`src/rtl/bcd_serial_subtractor.sv`:
```
// Digit-serial packed-BCD subtractor: |A - B| one digit per clock, LSD first, sign reported separately.
// Optional invalid-digit checking and the err port are enabled by defining BCD_SUB_VALID_CHECK_EN.
module bcd_serial_subtractor #(
   parameter int DIGITS = 4
) (
   input  logic                  clk,
   input  logic                  rst,
   input  logic                  start,
   input  logic [4*DIGITS-1:0]   a,
   input  logic [4*DIGITS-1:0]   b,
   output logic                  ready,
   output logic                  busy,
   output logic                  done,
   output logic [4*DIGITS-1:0]   diff,
`ifdef BCD_SUB_VALID_CHECK_EN
   output logic                  neg,
   output logic                  err
`else
   output logic                  neg
`endif
);

   localparam int W  = 4 * DIGITS;
   localparam int IW = (DIGITS > 1) ? $clog2(DIGITS) : 1;

   typedef enum logic [2:0] {
      S_IDLE,
      S_SUB,
      S_FIX,
      S_FIN,
      S_DONE
   } state_t;

   state_t          state_q;
   logic [W-1:0]    a_q;
   logic [W-1:0]    b_q;
   logic [3:0]      res_q [DIGITS];
   logic            borrow_q;
   logic [IW-1:0]   idx_q;
   logic            busy_q;
   logic            done_q;
   logic [W-1:0]    diff_q;
   logic            neg_q;
   logic            neg_pend_q;
   logic            flag;

   logic [3:0]      a_dig   [DIGITS];
   logic [3:0]      b_dig   [DIGITS];
   logic [W-1:0]    res_flat;
   logic            last_dig;

   genvar gi;
   generate
      for (gi = 0; gi < DIGITS; gi++) begin : g_dig
         assign a_dig[gi]             = a_q[4*gi +: 4];
         assign b_dig[gi]             = b_q[4*gi +: 4];
         assign res_flat[4*gi +: 4]   = res_q[gi];
      end
   endgenerate

`ifdef BCD_SUB_VALID_CHECK_EN
   logic            flag_q;
   logic            err_q;
   logic [DIGITS-1:0] a_bad;
   logic [DIGITS-1:0] b_bad;

   generate
      for (gi = 0; gi < DIGITS; gi++) begin : g_chk
         assign a_bad[gi] = (a[4*gi +: 4] > 4'd9);
         assign b_bad[gi] = (b[4*gi +: 4] > 4'd9);
      end
   endgenerate

   assign flag = flag_q;
   assign err  = err_q;
`else
   assign flag = 1'b0;
`endif

   // Shared digit ALU: SUB computes a_i - b_i - borrow, FIX computes 0 - raw_i - borrow.
   logic [3:0] x_nib;
   logic [3:0] y_nib;
   logic [4:0] t;
   logic       brw;
   logic [3:0] dig;

   always_comb begin
      x_nib = 4'd0;
      y_nib = res_q[idx_q];
      if (state_q == S_SUB) begin
         x_nib = a_dig[idx_q];
         y_nib = b_dig[idx_q];
      end
      t   = {1'b0, x_nib} - {1'b0, y_nib} - {4'd0, borrow_q};
      brw = t[4];
      dig = brw ? (t[3:0] + 4'd10) : t[3:0];
   end

   assign last_dig = (idx_q == IW'(DIGITS - 1));

   always_ff @(posedge clk) begin
      if (rst) begin
         state_q    <= S_IDLE;
         a_q        <= '0;
         b_q        <= '0;
         borrow_q   <= 1'b0;
         idx_q      <= '0;
         busy_q     <= 1'b0;
         done_q     <= 1'b0;
         diff_q     <= '0;
         neg_q      <= 1'b0;
         neg_pend_q <= 1'b0;
         for (int i = 0; i < DIGITS; i++) res_q[i] <= 4'd0;
`ifdef BCD_SUB_VALID_CHECK_EN
         flag_q     <= 1'b0;
         err_q      <= 1'b0;
`endif
      end else begin
         case (state_q)
            S_IDLE: begin
               if (start) begin
                  a_q      <= a;
                  b_q      <= b;
                  borrow_q <= 1'b0;
                  idx_q    <= '0;
                  busy_q   <= 1'b1;
                  state_q  <= S_SUB;
`ifdef BCD_SUB_VALID_CHECK_EN
                  flag_q   <= (|a_bad) | (|b_bad);
`endif
               end
            end
            S_SUB: begin
               res_q[idx_q] <= dig;
               borrow_q     <= brw;
               if (last_dig) begin
                  idx_q <= '0;
                  // A final borrow means the raw result is the ten's complement of |A-B|.
                  if (brw && !flag) begin
                     borrow_q <= 1'b0;
                     state_q  <= S_FIX;
                  end else begin
                     neg_pend_q <= 1'b0;
                     state_q    <= S_FIN;
                  end
               end else begin
                  idx_q <= idx_q + 1'b1;
               end
            end
            S_FIX: begin
               res_q[idx_q] <= dig;
               borrow_q     <= brw;
               if (last_dig) begin
                  idx_q      <= '0;
                  borrow_q   <= 1'b0;
                  neg_pend_q <= 1'b1;
                  state_q    <= S_FIN;
               end else begin
                  idx_q <= idx_q + 1'b1;
               end
            end
            S_FIN: begin
               done_q  <= 1'b1;
               diff_q  <= flag ? '0 : res_flat;
               neg_q   <= flag ? 1'b0 : neg_pend_q;
`ifdef BCD_SUB_VALID_CHECK_EN
               err_q   <= flag_q;
`endif
               state_q <= S_DONE;
            end
            S_DONE: begin
               done_q  <= 1'b0;
               busy_q  <= 1'b0;
               state_q <= S_IDLE;
            end
            default: state_q <= S_IDLE;
         endcase
      end
   end

   assign ready = ~busy_q;
   assign busy  = busy_q;
   assign done  = done_q;
   assign diff  = diff_q;
   assign neg   = neg_q;

endmodule
```
`config.mk`:
```
export PLATFORM = sky130hd
export DESIGN_NAME = bcd_serial_subtractor
export DESIGN_NICKNAME = d
export VERILOG_FILES = /design/src/rtl/bcd_serial_subtractor.sv
export SDC_FILE = /design/constraint.sdc
export NUM_CORES = 1
export LEC_CHECK = 0
export ABC_AREA = 1
export CORE_UTILIZATION = 52
export CTS_CLUSTER_SIZE = 28
export DETAILED_ROUTE_END_ITERATION = 16
export DONT_BUFFER_PORTS = 1
export PLACE_DENSITY_LB_ADDON = 0.25
export SYNTH_ARGS = -nofsm -noshare
export SYNTH_HDL_FRONTEND = slang
export SYNTH_SLANG_ARGS = --single-unit
```
`constraint.sdc`:
```
create_clock -name clk -period 4.7 [get_ports clk]
set_clock_uncertainty 0.15 [all_clocks]
set_input_delay 1.175 -clock clk [delete_from_list [all_inputs] [get_ports clk]]
set_output_delay 1.175 -clock clk [all_outputs]
set_load 0.02 [all_outputs]
```
; Yosys cells after proc, flatten, opt, wreduce, memory -nomap -nowiden
; Memory sizes are Yosys's and may differ from the RTL's. A register that Yosys moved wholly into a read port is not among the register bits.
; Index checks and enable logic that the tools add are counted.
; W data, S select, Z words.
[op_classes]
n_mul = 0
n_mux = 41
div = 0
addsub = 4
shift = 0
n_eq_ne = 9
bitwise_logic = 3
reduce_logical = 12
magnitude_cmp = 1
[op_table]
columns = cell, n
row1 = $mux W4, 9
row2 = $bmux W4 S2, 2
row3 = $mux W1, 16
row4 = $pmux W3 S4, 1
row5 = $mux W2, 5
row6 = $mux W3, 3
row7 = $ne A2 B2 Y1 const B, 4
row8 = $pmux W1 S2, 4
row9 = $reduce_bool A2 Y1, 4
row10 = $eq A3 B2 Y1 const B, 2
row11 = $reduce_and A2 Y1, 3
row12 = $sub A4 B4 Y5, 1
row13 = $sub A5 B1 Y5, 1
row14 = $add A4 B4 Y4 const B, 1
row15 = $pmux W2 S2, 1
row16 = $reduce_and A4 Y1, 1
row17 = $reduce_or A4 Y1, 1
row18 = $eq A3 B1 Y1 const B, 1
row19 = $eq A3 B3 Y1 const B, 1
row20 = $ge A3 B3 Y1 const B, 1
row21 = $logic_not A3 Y1, 1
row22 = $not A2 Y3, 1
row23 = $reduce_and A3 Y1, 1
row24 = $add A2 B1 Y2 const B, 1
row25 = 4 further kinds, 4
[totals]
romBits = 0
reg_bits = 42
ramBits = 16
in_bits = 35
latchBits = 0
wordCells = 80
out_inout_bits = 20
mem_count = 1
[memory_table]
columns = memory, depth, word_bits, rd, rd_clocked_by_memory_dff, write_ports, line_no
row1 = res_q, 4, 4, 5, 5, 4, 37  ; logic [3:0] res_q [DIGITS];

; Depth between registers and ports, before layout
[depth]
depth_word = 11
ltp_mapped = 20
depth_no_buf = 18

; Least setup slack after synthesis
; No wires, ideal clock.
[synth_path]
path_type = flip-flop to flip-flop
startpoint = register idx_q[0]
endpoint = memory res_q[1][3], data pin
setup_ns = 0.258
stages_incl_launch_ff = 20
arrival_ns = 2.606
slack_ns = 1.686
required_ns = 4.292
cell_sequence = dfxtp_1 buf_4 inv_2 buf_6 buf_2 o21ai_0 nand3_1 o21ai_0 fa_1 inv_1 fa_1 xor2_1 inv_1 ha_1 inv_1 nand4_1 nand2_1 nand2_1 nand2_1 nor2_1
[synth_rtl]
columns = element, line_no
row1 = "start, declared", 39  ; logic [IW-1:0] idx_q;
row2 = "start signal, assigned", 147  ; idx_q <= idx_q + 1'b1;
row3 = "start signal, assigned", 159  ; idx_q <= idx_q + 1'b1;
row4 = "end, declared", 37

==> qor.yml <==
run_status:
  status: "complete, no violations"
synth:
  ys_ff_latch: 76
  synth_area_um2: 3416
  syn_nets: 478
  yosys_warnings: 0
  synth_cell_types: 27
  synth_cells: 435
  synth_ff_type: "dfxtp_1"
  avgSynthCellArea_um2: 7.852
  synth_edf_count: 16
  synthArstFlopShare_pct: 0
  synth_seq_area_share_pct: 49.23
routing:
  final_antenna_net_count: 0
  wl_um: 7167
  wl_per_cell_um: 14.08
  drt_iter0_markers: 129
  firstDrtPassIters: 4
  via_per_inst: 5.420
  vias: 2759
  remaining_drc_errors: 0
worst_setup_path:
  required_ns: 4.65
  endpoint_kind: "register"
  cp-start-kind: "register"
  critPathKind: "reg -> reg"
  cp_data_arrival_time_ns: 3.54
  crit_fanout: 20
timing:
  fmax_mhz: 278.7
  hold_violations: 0
  fin_crit_sh_pct: 76.33
  slew_viol_final: 0
  rsz0062_at_grt: "no"
  worst_slew_pin_slew_ns: 0.7957
  fin_hold_ws_ns: 0.3079
  layout_min_cycle_time_ns: 3.588
  tns_ns: 0
  relSlewSlack_pct: 46.50
  setup_viol: 0
placement:
  place_congestion: 0.8790
  dp_hpwl_um: 5114
  io_buffer_count: 0
cts:
  root_buffer: "clkbuf_8"
  tritoncts: "yes"
  htreeDepth: 3
  post_cts_buffers: 0
  ctsHoldBuffers: 0
  clk_latency_ns: 0.35
  clockBufferDepth: 2
  cts.sinks: 76
  cts_made_buffers: 9
  clk_pin_slew_ns: 0.08
  cts_resized: 0
floorplan:
  dieArea_um2: 6897
  io_pins: 55
  placeableCoreArea_um2: 6350
  die_y_um: 83.05
  num_rows: 29
  die_w_um: 83.05
  start_util_pct: 53.79
pwr:
  internal_power_mw: 1.451
  seqPwrFrac_pct: 37.2
  p_leak_nw: 1.509
  p_sw_share_pct: 46.78
  share_comb_of_total_power_pct: 47.2
  power_switching_mw: 1.275
  p_clk_share_pct: 15.6
  ir_drop_uv: 392.6
  power-per-cell-area_nw_per_um2: 764.1
grt:
  use_met1_pct: 27.51
  grtUsageMet3_pct: 5.268
  grt_pass1_vias: 2632
  use_met2_pct: 36.07
  grt_first_pass_wirelength_um: 12030
  grt_overflow: 0
  antenna_found_initial: 0
  grt_max_degree: 59
  grt.total_usage_pct: 22.12
  gr-max-usage-layer: "met2"
final_layout:
  drive_gt1_share_pct: 7.870
  synthToLayoutAreaGrowth_pct: 4.432
  utilization_pct: 56.18
  nets: 470
  num_antenna_cells: 0
run:
  maxCapViolCount: 0
min_path:
  hp-class: "reg -> reg"
[Yosys cell counts (all sizes together), types with 6 or more instances]
cell type / instances / area share [%]
nor2: 101 / 12
o21ai: 74 / 11
dfxtp: 60 / 35
inv: 48 / 5.3
nand2: 44 / 5.1
a21oi: 38 / 5.6
edfxtp: 16 / 14
buf: 13 / 2.9
nand3: 9 / 1.3
clkbuf: 8 / 0.88
ha: 6 / 2.2
[flip-flops by register name, indices dropped and copies added, names as in the netlist, named ones only]
signal,count
a_q,16
b_q,16
borrow_q,1
busy,1
diff,16
done,1
idx_q,2
neg,1
neg_pend_q,1
res_q,16
state_q,3
[power groups by stage]
stage / Sequential (mW) / Combinational (mW) / Clock [mW]
3_3_place_gp: 1.02 / 1.23 / 0
6_report: 1.01 / 1.29 / 0.426
3_5_place_dp: 1.03 / 1.28 / 0
2_1_floorplan: 0.970 / 1.08 / 0
4_1_cts: 1.01 / 1.28 / 0.436
5_1_grt: 1.03 / 1.51 / 0.461
[through the flow]
stage / area, um^2 / setup slack [ns] / power, mW / std cells
detailed placement: 3400 / 1.173 / 2.301 / 493
finish: 3567 / 1.113 / 2.726 / 509
floorplan: 3416 / 1.686 / 2.052 / 435
CTS: 3567 / 1.148 / 2.730 / 509
global route: 3567 / 0.7554 / 3.004 / 509
global placement: 3400 / 1.287 / 2.257 / 493
[cell families after synthesis]
group,count (synthesis),synth area share [%]
simple gates,159,19.60
xor+xnor,2,0.5129
compound gates,121,18.28
fa+ha+maj,8,3.370
buf+inv,69,9.011
flops,76,49.23
[per-layer routing]
layer  vias to the layer above  wire [um]
met5                         -          0
met4                         0        165
met1                      1261       3272
met3                        17        328
li1                       1407          -
met2                        74       3401
[final timing paths]
kind / from / endpoint / slack, ns / depth (start not counted)
max: idx_q[0] / res_q[1][2] / 1.11 / 13
min: b_q[5] / b_q[5] / 0.31 / 2
max reg2reg: idx_q[0] / res_q[1][2] / 1.11 / 13
min reg2reg: b_q[5] / b_q[5] / 0.31 / 2
[layout make-up]
class	count	area, um^2
clock buffer	9	123.9
clock inverter	7	43.79
fill	612	2783
inverter	48	180.2
multi-input combinational	290	1426
sequential	76	1682
tap	77	96.34
timing repair buffer	2	15.01
[placed cells by master, fill, tap and decap left out, types with 4 or more instances in the layout]
cell        synthesis  layout
a21oi_1            38      38
clkbuf_8            0       9
clkinvlp_4          0       4
dfxtp_1            60      60
edfxtp_1           16      16
ha_1                6       6
inv_1              42      42
inv_2               6       6
nand2_1            40      40
nand2_2             4       4
nand3_1             9       9
nor2_1             96      96
nor2_4              4       4
o21ai_0            71      71
[critical path, stage by stage, from the launching register on]
cell      delay [ns]
dfxtp_1         0.75
inv_2           0.28
a21oi_1         0.19
o21ai_0         0.10
nand3_1         0.09
o21ai_0         0.13
fa_1            0.44
inv_1           0.09
fa_1            0.20
xor2_1          0.19
inv_1           0.07
ha_1            0.28
o211ai_1        0.31
nor2_1          0.08
(Power assumes the default switching activity.)
